[src/rtl/ethernet_config_regs_pkg.sv]
// Shared definitions for the Ethernet configuration register block:
// payload types, register map and status bit positions.
package ethernet_config_regs_pkg;

  localparam int unsigned DATA_W = 16;
  localparam int unsigned ADDR_W = 8;
  localparam int unsigned MAC_W  = 48;
  localparam int unsigned IP_W   = 96;
  localparam int unsigned CNT_W  = 8;

  typedef struct packed {
    logic [31:0] address;
    logic [31:0] mask;
    logic [31:0] gateway;
  } ipv4_config_t;

  localparam logic [ADDR_W-1:0] ADDR_MAC_0      = 8'h00;
  localparam logic [ADDR_W-1:0] ADDR_MAC_1      = 8'h01;
  localparam logic [ADDR_W-1:0] ADDR_MAC_2      = 8'h02;
  localparam logic [ADDR_W-1:0] ADDR_MAC_COMMIT = 8'h03;
  localparam logic [ADDR_W-1:0] ADDR_IP_ADDR_0  = 8'h04;
  localparam logic [ADDR_W-1:0] ADDR_IP_ADDR_1  = 8'h05;
  localparam logic [ADDR_W-1:0] ADDR_IP_MASK_0  = 8'h06;
  localparam logic [ADDR_W-1:0] ADDR_IP_MASK_1  = 8'h07;
  localparam logic [ADDR_W-1:0] ADDR_IP_GW_0    = 8'h08;
  localparam logic [ADDR_W-1:0] ADDR_IP_GW_1    = 8'h09;
  localparam logic [ADDR_W-1:0] ADDR_IP_COMMIT  = 8'h0A;
  localparam logic [ADDR_W-1:0] ADDR_STATUS     = 8'h0B;

  localparam int unsigned STATUS_MAC_PENDING = 0;
  localparam int unsigned STATUS_IP_PENDING  = 1;

  typedef enum logic {
    ST_READY   = 1'b0,
    ST_HOLDOFF = 1'b1
  } commit_state_e;

endpackage

[src/rtl/ethernet_config_regs_commit_channel.sv]
// One atomic publish channel: copies staging to the output with an updated
// strobe, and spaces strobes at least HOLDOFF cycles apart, collapsing commits.
module config_commit_channel
  import ethernet_config_regs_pkg::*;
#(
  parameter int unsigned      WIDTH       = 48,
  parameter int unsigned      HOLDOFF     = 32,
  parameter logic [WIDTH-1:0] RESET_VALUE = '0
) (
  input  logic             clk,
  input  logic             rst_n,
  input  logic             commit,
  input  logic [WIDTH-1:0] staging,
  output logic [WIDTH-1:0] value,
  output logic             updated,
  output logic             pending
);

  localparam logic [CNT_W-1:0] RELOAD = CNT_W'(HOLDOFF - 1);

  commit_state_e    state_q, state_d;
  logic [CNT_W-1:0] cnt_q, cnt_d;
  logic             pending_d, updated_d;
  logic [WIDTH-1:0] value_d;

  always_ff @(posedge clk or negedge rst_n) begin
    if (!rst_n) begin
      state_q <= ST_READY;
      cnt_q   <= '0;
      pending <= 1'b0;
      updated <= 1'b0;
      value   <= RESET_VALUE;
    end else begin
      state_q <= state_d;
      cnt_q   <= cnt_d;
      pending <= pending_d;
      updated <= updated_d;
      value   <= value_d;
    end
  end

  always_comb begin
    state_d   = state_q;
    cnt_d     = cnt_q;
    pending_d = pending;
    updated_d = 1'b0;
    value_d   = value;
    case (state_q)
      ST_READY: begin
        if (commit) begin
          value_d   = staging;
          updated_d = 1'b1;
          cnt_d     = RELOAD;
          state_d   = ST_HOLDOFF;
        end
      end
      ST_HOLDOFF: begin
        if (cnt_q != '0) begin
          cnt_d = cnt_q - CNT_W'(1);
          if (commit) pending_d = 1'b1;
        end else if (pending || commit) begin
          // Holdoff expired with a commit outstanding: fire exactly now.
          value_d   = staging;
          updated_d = 1'b1;
          cnt_d     = RELOAD;
          pending_d = 1'b0;
        end else begin
          state_d = ST_READY;
        end
      end
      default: state_d = ST_READY;
    endcase
  end

endmodule

[src/rtl/ethernet_config_regs.sv]
// Management register front end: decodes 16-bit word writes into MAC/IPv4
// staging, serves reads, and publishes committed values through two channels.
module ethernet_config_regs
  import ethernet_config_regs_pkg::*;
#(
  parameter int unsigned      HOLDOFF     = 32,
  parameter logic [MAC_W-1:0] DEFAULT_MAC = 48'h02_00_00_00_00_01,
  parameter logic [IP_W-1:0]  DEFAULT_IP  = 96'h0
) (
  input  logic              clk_250mhz,
  input  logic              rst_n,
  input  logic              wr_en,
  input  logic [ADDR_W-1:0] wr_addr,
  input  logic [DATA_W-1:0] wr_data,
  input  logic              rd_en,
  input  logic [ADDR_W-1:0] rd_addr,
  output logic [DATA_W-1:0] rd_data,
  output logic              rd_valid,
  output logic [MAC_W-1:0]  mac_address,
  output logic              mac_address_updated,
  output ipv4_config_t      ip_config,
  output logic              ip_config_updated
);

  logic [MAC_W-1:0]  mac_stg;
  ipv4_config_t      ip_stg;
  logic              boot_done;
  logic              mac_commit_c, ip_commit_c;
  logic              mac_pending, ip_pending;
  logic [DATA_W-1:0] rd_mux_c;

  // Staging registers, big-endian word order.
  always_ff @(posedge clk_250mhz or negedge rst_n) begin
    if (!rst_n) begin
      mac_stg <= DEFAULT_MAC;
      ip_stg  <= ipv4_config_t'(DEFAULT_IP);
    end else if (wr_en) begin
      case (wr_addr)
        ADDR_MAC_0:     mac_stg[47:32]         <= wr_data;
        ADDR_MAC_1:     mac_stg[31:16]         <= wr_data;
        ADDR_MAC_2:     mac_stg[15:0]          <= wr_data;
        ADDR_IP_ADDR_0: ip_stg.address[31:16]  <= wr_data;
        ADDR_IP_ADDR_1: ip_stg.address[15:0]   <= wr_data;
        ADDR_IP_MASK_0: ip_stg.mask[31:16]     <= wr_data;
        ADDR_IP_MASK_1: ip_stg.mask[15:0]      <= wr_data;
        ADDR_IP_GW_0:   ip_stg.gateway[31:16]  <= wr_data;
        ADDR_IP_GW_1:   ip_stg.gateway[15:0]   <= wr_data;
        default: ;
      endcase
    end
  end

  // First edge out of reset acts as a commit so defaults get published.
  always_ff @(posedge clk_250mhz or negedge rst_n) begin
    if (!rst_n) boot_done <= 1'b0;
    else        boot_done <= 1'b1;
  end

  assign mac_commit_c = !boot_done || (wr_en && wr_addr == ADDR_MAC_COMMIT);
  assign ip_commit_c  = !boot_done || (wr_en && wr_addr == ADDR_IP_COMMIT);

  always_comb begin
    rd_mux_c = '0;
    case (rd_addr)
      ADDR_MAC_0:     rd_mux_c = mac_stg[47:32];
      ADDR_MAC_1:     rd_mux_c = mac_stg[31:16];
      ADDR_MAC_2:     rd_mux_c = mac_stg[15:0];
      ADDR_IP_ADDR_0: rd_mux_c = ip_stg.address[31:16];
      ADDR_IP_ADDR_1: rd_mux_c = ip_stg.address[15:0];
      ADDR_IP_MASK_0: rd_mux_c = ip_stg.mask[31:16];
      ADDR_IP_MASK_1: rd_mux_c = ip_stg.mask[15:0];
      ADDR_IP_GW_0:   rd_mux_c = ip_stg.gateway[31:16];
      ADDR_IP_GW_1:   rd_mux_c = ip_stg.gateway[15:0];
      ADDR_STATUS: begin
        rd_mux_c[STATUS_MAC_PENDING] = mac_pending;
        rd_mux_c[STATUS_IP_PENDING]  = ip_pending;
      end
      default: ;
    endcase
  end

  // rd_data holds the last read value between strobes.
  always_ff @(posedge clk_250mhz or negedge rst_n) begin
    if (!rst_n) begin
      rd_data  <= '0;
      rd_valid <= 1'b0;
    end else begin
      rd_valid <= rd_en;
      if (rd_en) rd_data <= rd_mux_c;
    end
  end

  config_commit_channel #(
    .WIDTH       (MAC_W),
    .HOLDOFF     (HOLDOFF),
    .RESET_VALUE (DEFAULT_MAC)
  ) u_mac_channel (
    .clk     (clk_250mhz),
    .rst_n   (rst_n),
    .commit  (mac_commit_c),
    .staging (mac_stg),
    .value   (mac_address),
    .updated (mac_address_updated),
    .pending (mac_pending)
  );

  config_commit_channel #(
    .WIDTH       (IP_W),
    .HOLDOFF     (HOLDOFF),
    .RESET_VALUE (DEFAULT_IP)
  ) u_ip_channel (
    .clk     (clk_250mhz),
    .rst_n   (rst_n),
    .commit  (ip_commit_c),
    .staging (ip_stg),
    .value   (ip_config),
    .updated (ip_config_updated),
    .pending (ip_pending)
  );

endmodule

[config.mk]
export PLATFORM = sky130hd
export DESIGN_NAME = ethernet_config_regs
export DESIGN_NICKNAME = d
export VERILOG_FILES = /design/src/rtl/ethernet_config_regs_pkg.sv /design/src/rtl/ethernet_config_regs_commit_channel.sv /design/src/rtl/ethernet_config_regs.sv
export SDC_FILE = /design/constraint.sdc
export NUM_CORES = 1
export LEC_CHECK = 0
export BUFFER_PORTS_ARGS = -buffer_cell sky130_fd_sc_hd__buf_2
export CELL_PAD_IN_SITES_DETAIL_PLACEMENT = 1
export CELL_PAD_IN_SITES_GLOBAL_PLACEMENT = 2
export CORE_MARGIN = 1.5
export CORE_UTILIZATION = 35
export DETAILED_ROUTE_END_ITERATION = 8
export HOLD_SLACK_MARGIN = 0.12
export MAX_ROUTING_LAYER = met4
export PLACE_DENSITY = 0.77
export SLEW_MARGIN = 20
export SYNTH_ARGS = -nofsm -noshare
export SYNTH_HDL_FRONTEND = slang
export SYNTH_SLANG_ARGS = --single-unit
[constraint.sdc]
create_clock -name clk_250mhz -period 2.4 [get_ports clk_250mhz]
set_input_delay 0.48 -clock clk_250mhz [delete_from_list [all_inputs] [get_ports clk_250mhz]]
set_output_delay 0.48 -clock clk_250mhz [all_outputs]
set_load 0.02 [all_outputs]
==> impl_metrics.toml <==
[layout]
drive_above_1_share_pct = 49.8
n_fill_cell = 4077
area_growth_pct = 26.1
final_common_cell = "dfrtp_1"
most-common-layout-cells = "dfrtp_1, mux2_2, buf_2"
post-route-util_pct = 44.6
diodes = 0
fin_cells = 1810
finalNetCount = 1297

[sta]
holdWs_ns = 0.179
finalCritPeriodShare_pct = 97.1
fmaxAchievable_ghz = 0.429
fin_crit_ns = 2.33
grt_setup_unrepaired = "no"
hold_viol = 0
maxSlewHeadroom_pct = 61.7
fin_skew_ns = 0.0207
drv_slew = 0
worstMarginPinSlew_ns = 0.568
setup-violations-final = 0

[die]
coreArea_mm2 = 0.0395
die_area_mm2 = 0.0411
num_rows = 73
floorplan.initialDensity_pct = 35.3
fp.dieH_um = 203
die_w_um = 203
boundaryPins = 199

[clock_network]
root_buffer = "clkbuf_16"
cts_buffers = 36
insertion_delay_ns = 0.55
cts_sinks = 328
cts.clk_slew.worst_paths_ns = 0.06
cts_max_level = 2
clock_path_buffers = 3
cts_tree = "yes"

[pwr]
power.switching_mw = 2.78
clockPowerShare_pct = 48.0
p_comb_share_pct = 4.4
leakagePower_nw = 9.07
switching_share_pct = 22.9
seqPwrFrac_pct = 47.6
power.internal_mw = 9.34
ir_drop_mv = 0.378
power_density_mw_per_mm2 = 688
power.total_mw = 12.1

[synth]
synth_fa_ha_area_share_pct = 0.179
synth-main-ff-cell = "dfrtp_1"
ys_warn_count = 0
synth-xor-area-share_pct = 0.0627
synth_edf_count = 0
synth.distinct_cells = 64
yosys.area_share.simple_pct = 6.34
synth_area_per_cell_um2 = 14.0
syn_area_mm2 = 0.0140
ys_ff_latch = 328
synth_top_family_by_area = "multiplexers"
ys_seq_area_share_pct = 58.8
syn_nets = 1037
synth_compound_area_share_pct = 6.45
syn-instance-count = 999
muxShareOfSynthArea_pct = 25.8
synthArstFlopShare_pct = 100

[drt]
first_pass_iters = 5
vias = 9514
drt-total-wl_um = 43700
vias_per_cell = 5.26
drc = 0
drt-initial-drc-count = 608
ant_nets = 0
wl_per_cell_um = 24.1

[critical_path]
startpoint_type = "flip-flop"
path_max_fanout = 15
crit_type = "flip-flop to flip-flop"
reg2reg_depth = 9
cp.arrival_ns = 2.74
worstSetupEndpointType = "flip-flop"
crit_required_ns = 2.81

[place]
dp.cells = 1731
gp_congestion = 0.858
dpl.hpwl_um = 30500
portBuffers = 198

[global_route]
grt_pass1_wl_um = 64900
overflow = 0
grt_max_degree = 77
grt_pass1_vias = 10124
antenna_found_initial = 1
grt_usage_pct = 21.6

[run_status]
status = "finished, final reports clean"

[min_path]
hold_class = "primary input to flip-flop"
hold_depth = 1

[job]
cap_violations = 0
[state kept, by name, indices dropped and copies added (netlist names)]
register               cells
u_mac_channel.pending      1
rd_valid                   1
u_mac_channel.cnt_q        8
u_ip_channel.value        96
boot_done                  1
rd_data                   16
u_mac_channel.value       48
u_ip_channel.state_q       1
u_mac_channel.state_q      1
u_mac_channel.updated      1
mac_stg                   48
ip_stg                    96
u_ip_channel.updated       1
u_ip_channel.pending       1
u_ip_channel.cnt_q         8
[critical path: stages, from the launching register on]
cell	delay, ns
dfrtp_1	0.40
inv_1	0.10
ha_4	0.14
or4b_4	0.46
or2_4	0.28
nand2_4	0.10
nand2_8	0.09
buf_4	0.17
clkbuf_16	0.18
mux2_2	0.29
[power by group through the flow]
| stage | logic [mW] | clock network [mW] | registers [mW] |
|---|---|---|---|
| final | 0.534 | 5.82 | 5.77 |
| after global routing | 0.584 | 6.17 | 5.78 |
| after CTS | 0.542 | 5.93 | 5.77 |
| after detailed placement | 0.536 | 0 | 5.87 |
| after global placement | 0.523 | 0 | 5.86 |
| after floorplan | 0.215 | 0 | 5.81 |
[kinds of logic (layout without fill, tap and decap cells)]
logic type | count (synthesis) | in the layout
flops | 328 | 328
mux | 313 | 313
simple gates | 161 | 161
compound gates | 123 | 123
buf+inv | 70 | 356
fa+ha+maj | 2 | 2
other cells | 1 | 1
xor+xnor | 1 | 1
[layer usage]
metal	up-vias	GRT usage, %	part of all wire (%)
li1	4180	-	-
met1	5020	29.3	46
met2	251	33.3	47
met3	63	3.56	4.9
met4	0	6.14	2.3
met5	-	-	0
[cell usage after synthesis (all sizes together), types with 3 or more instances]
cell,number,area [um2]
o21ai,22,110
a31oi,10,62.6
buf,31,188
nand2b,8,50.1
o31ai,5,51.3
a221oi,8,70.1
mux2,291,3390
nor2,39,161
nor3b,3,22.5
or2,4,25.0
a22o,7,61.3
clkbuf,24,90.1
nand3b,16,120
a211oi,7,52.6
o32ai,3,26.3
a22oi,5,37.5
nor3,8,45.0
a21o,5,37.5
and3,8,50.1
dfrtp,324,8110
nor4,4,31.3
a32oi,10,87.6
nor2b,4,25.0
a21oi,15,75.1
o2bb2ai,10,87.6
and2,12,75.1
inv,15,56.3
nand3,13,65.1
a222oi,4,40.0
dfstp,4,105
mux2i,22,220
nand2,29,111
or3,4,25.0
or4,4,30.0
[worst paths after layout]
path                                         from                 endpoint  slack, ns
setup / recovery            u_ip_channel.cnt_q[1]   u_ip_channel.value[65]       0.07
hold / removal                              rd_en                 rd_valid       0.18
setup reg to reg            u_ip_channel.cnt_q[1]   u_ip_channel.value[65]       0.07
hold reg to reg            u_ip_channel.value[33]   u_ip_channel.value[33]       0.50
max in group asynchronous                   rst_n  u_mac_channel.value[41]       1.16
min in group asynchronous                   rst_n               ip_stg[57]       0.46
[timing repair]
action / CTS / global route
buffers inserted: 0 / 9
hold buffers: 1 / 0
resized for setup: 0 / 11
hold endpoints to repair: 40 / 0
setup endpoints to repair: 0 / 77
[area by class of cell]
class	instances	area, um2	share of cell area [%]
flip-flops and latches	328	8210	46.6
multi-input cells	601	5500	31.2
repair buffers	277	1960	11.1
clock buffers	50	1040	5.92
well taps	525	657	3.73
clock inverters	14	200	1.14
inverters	15	56.3	0.319
[stage by stage]
step | cell area, um2 | setup WS (ns) | TNS, ns
finish | 17600 | 0.0692 | 0
global route | 17600 | 0.00553 | 0
CTS | 17400 | 0.0488 | 0
detailed placement | 16100 | -0.0464 | -2.42
global placement | 16100 | -0.0173 | -0.334
floorplan | 14000 | -0.0280 | -0.787
Power figures use the tool's default switching activity.
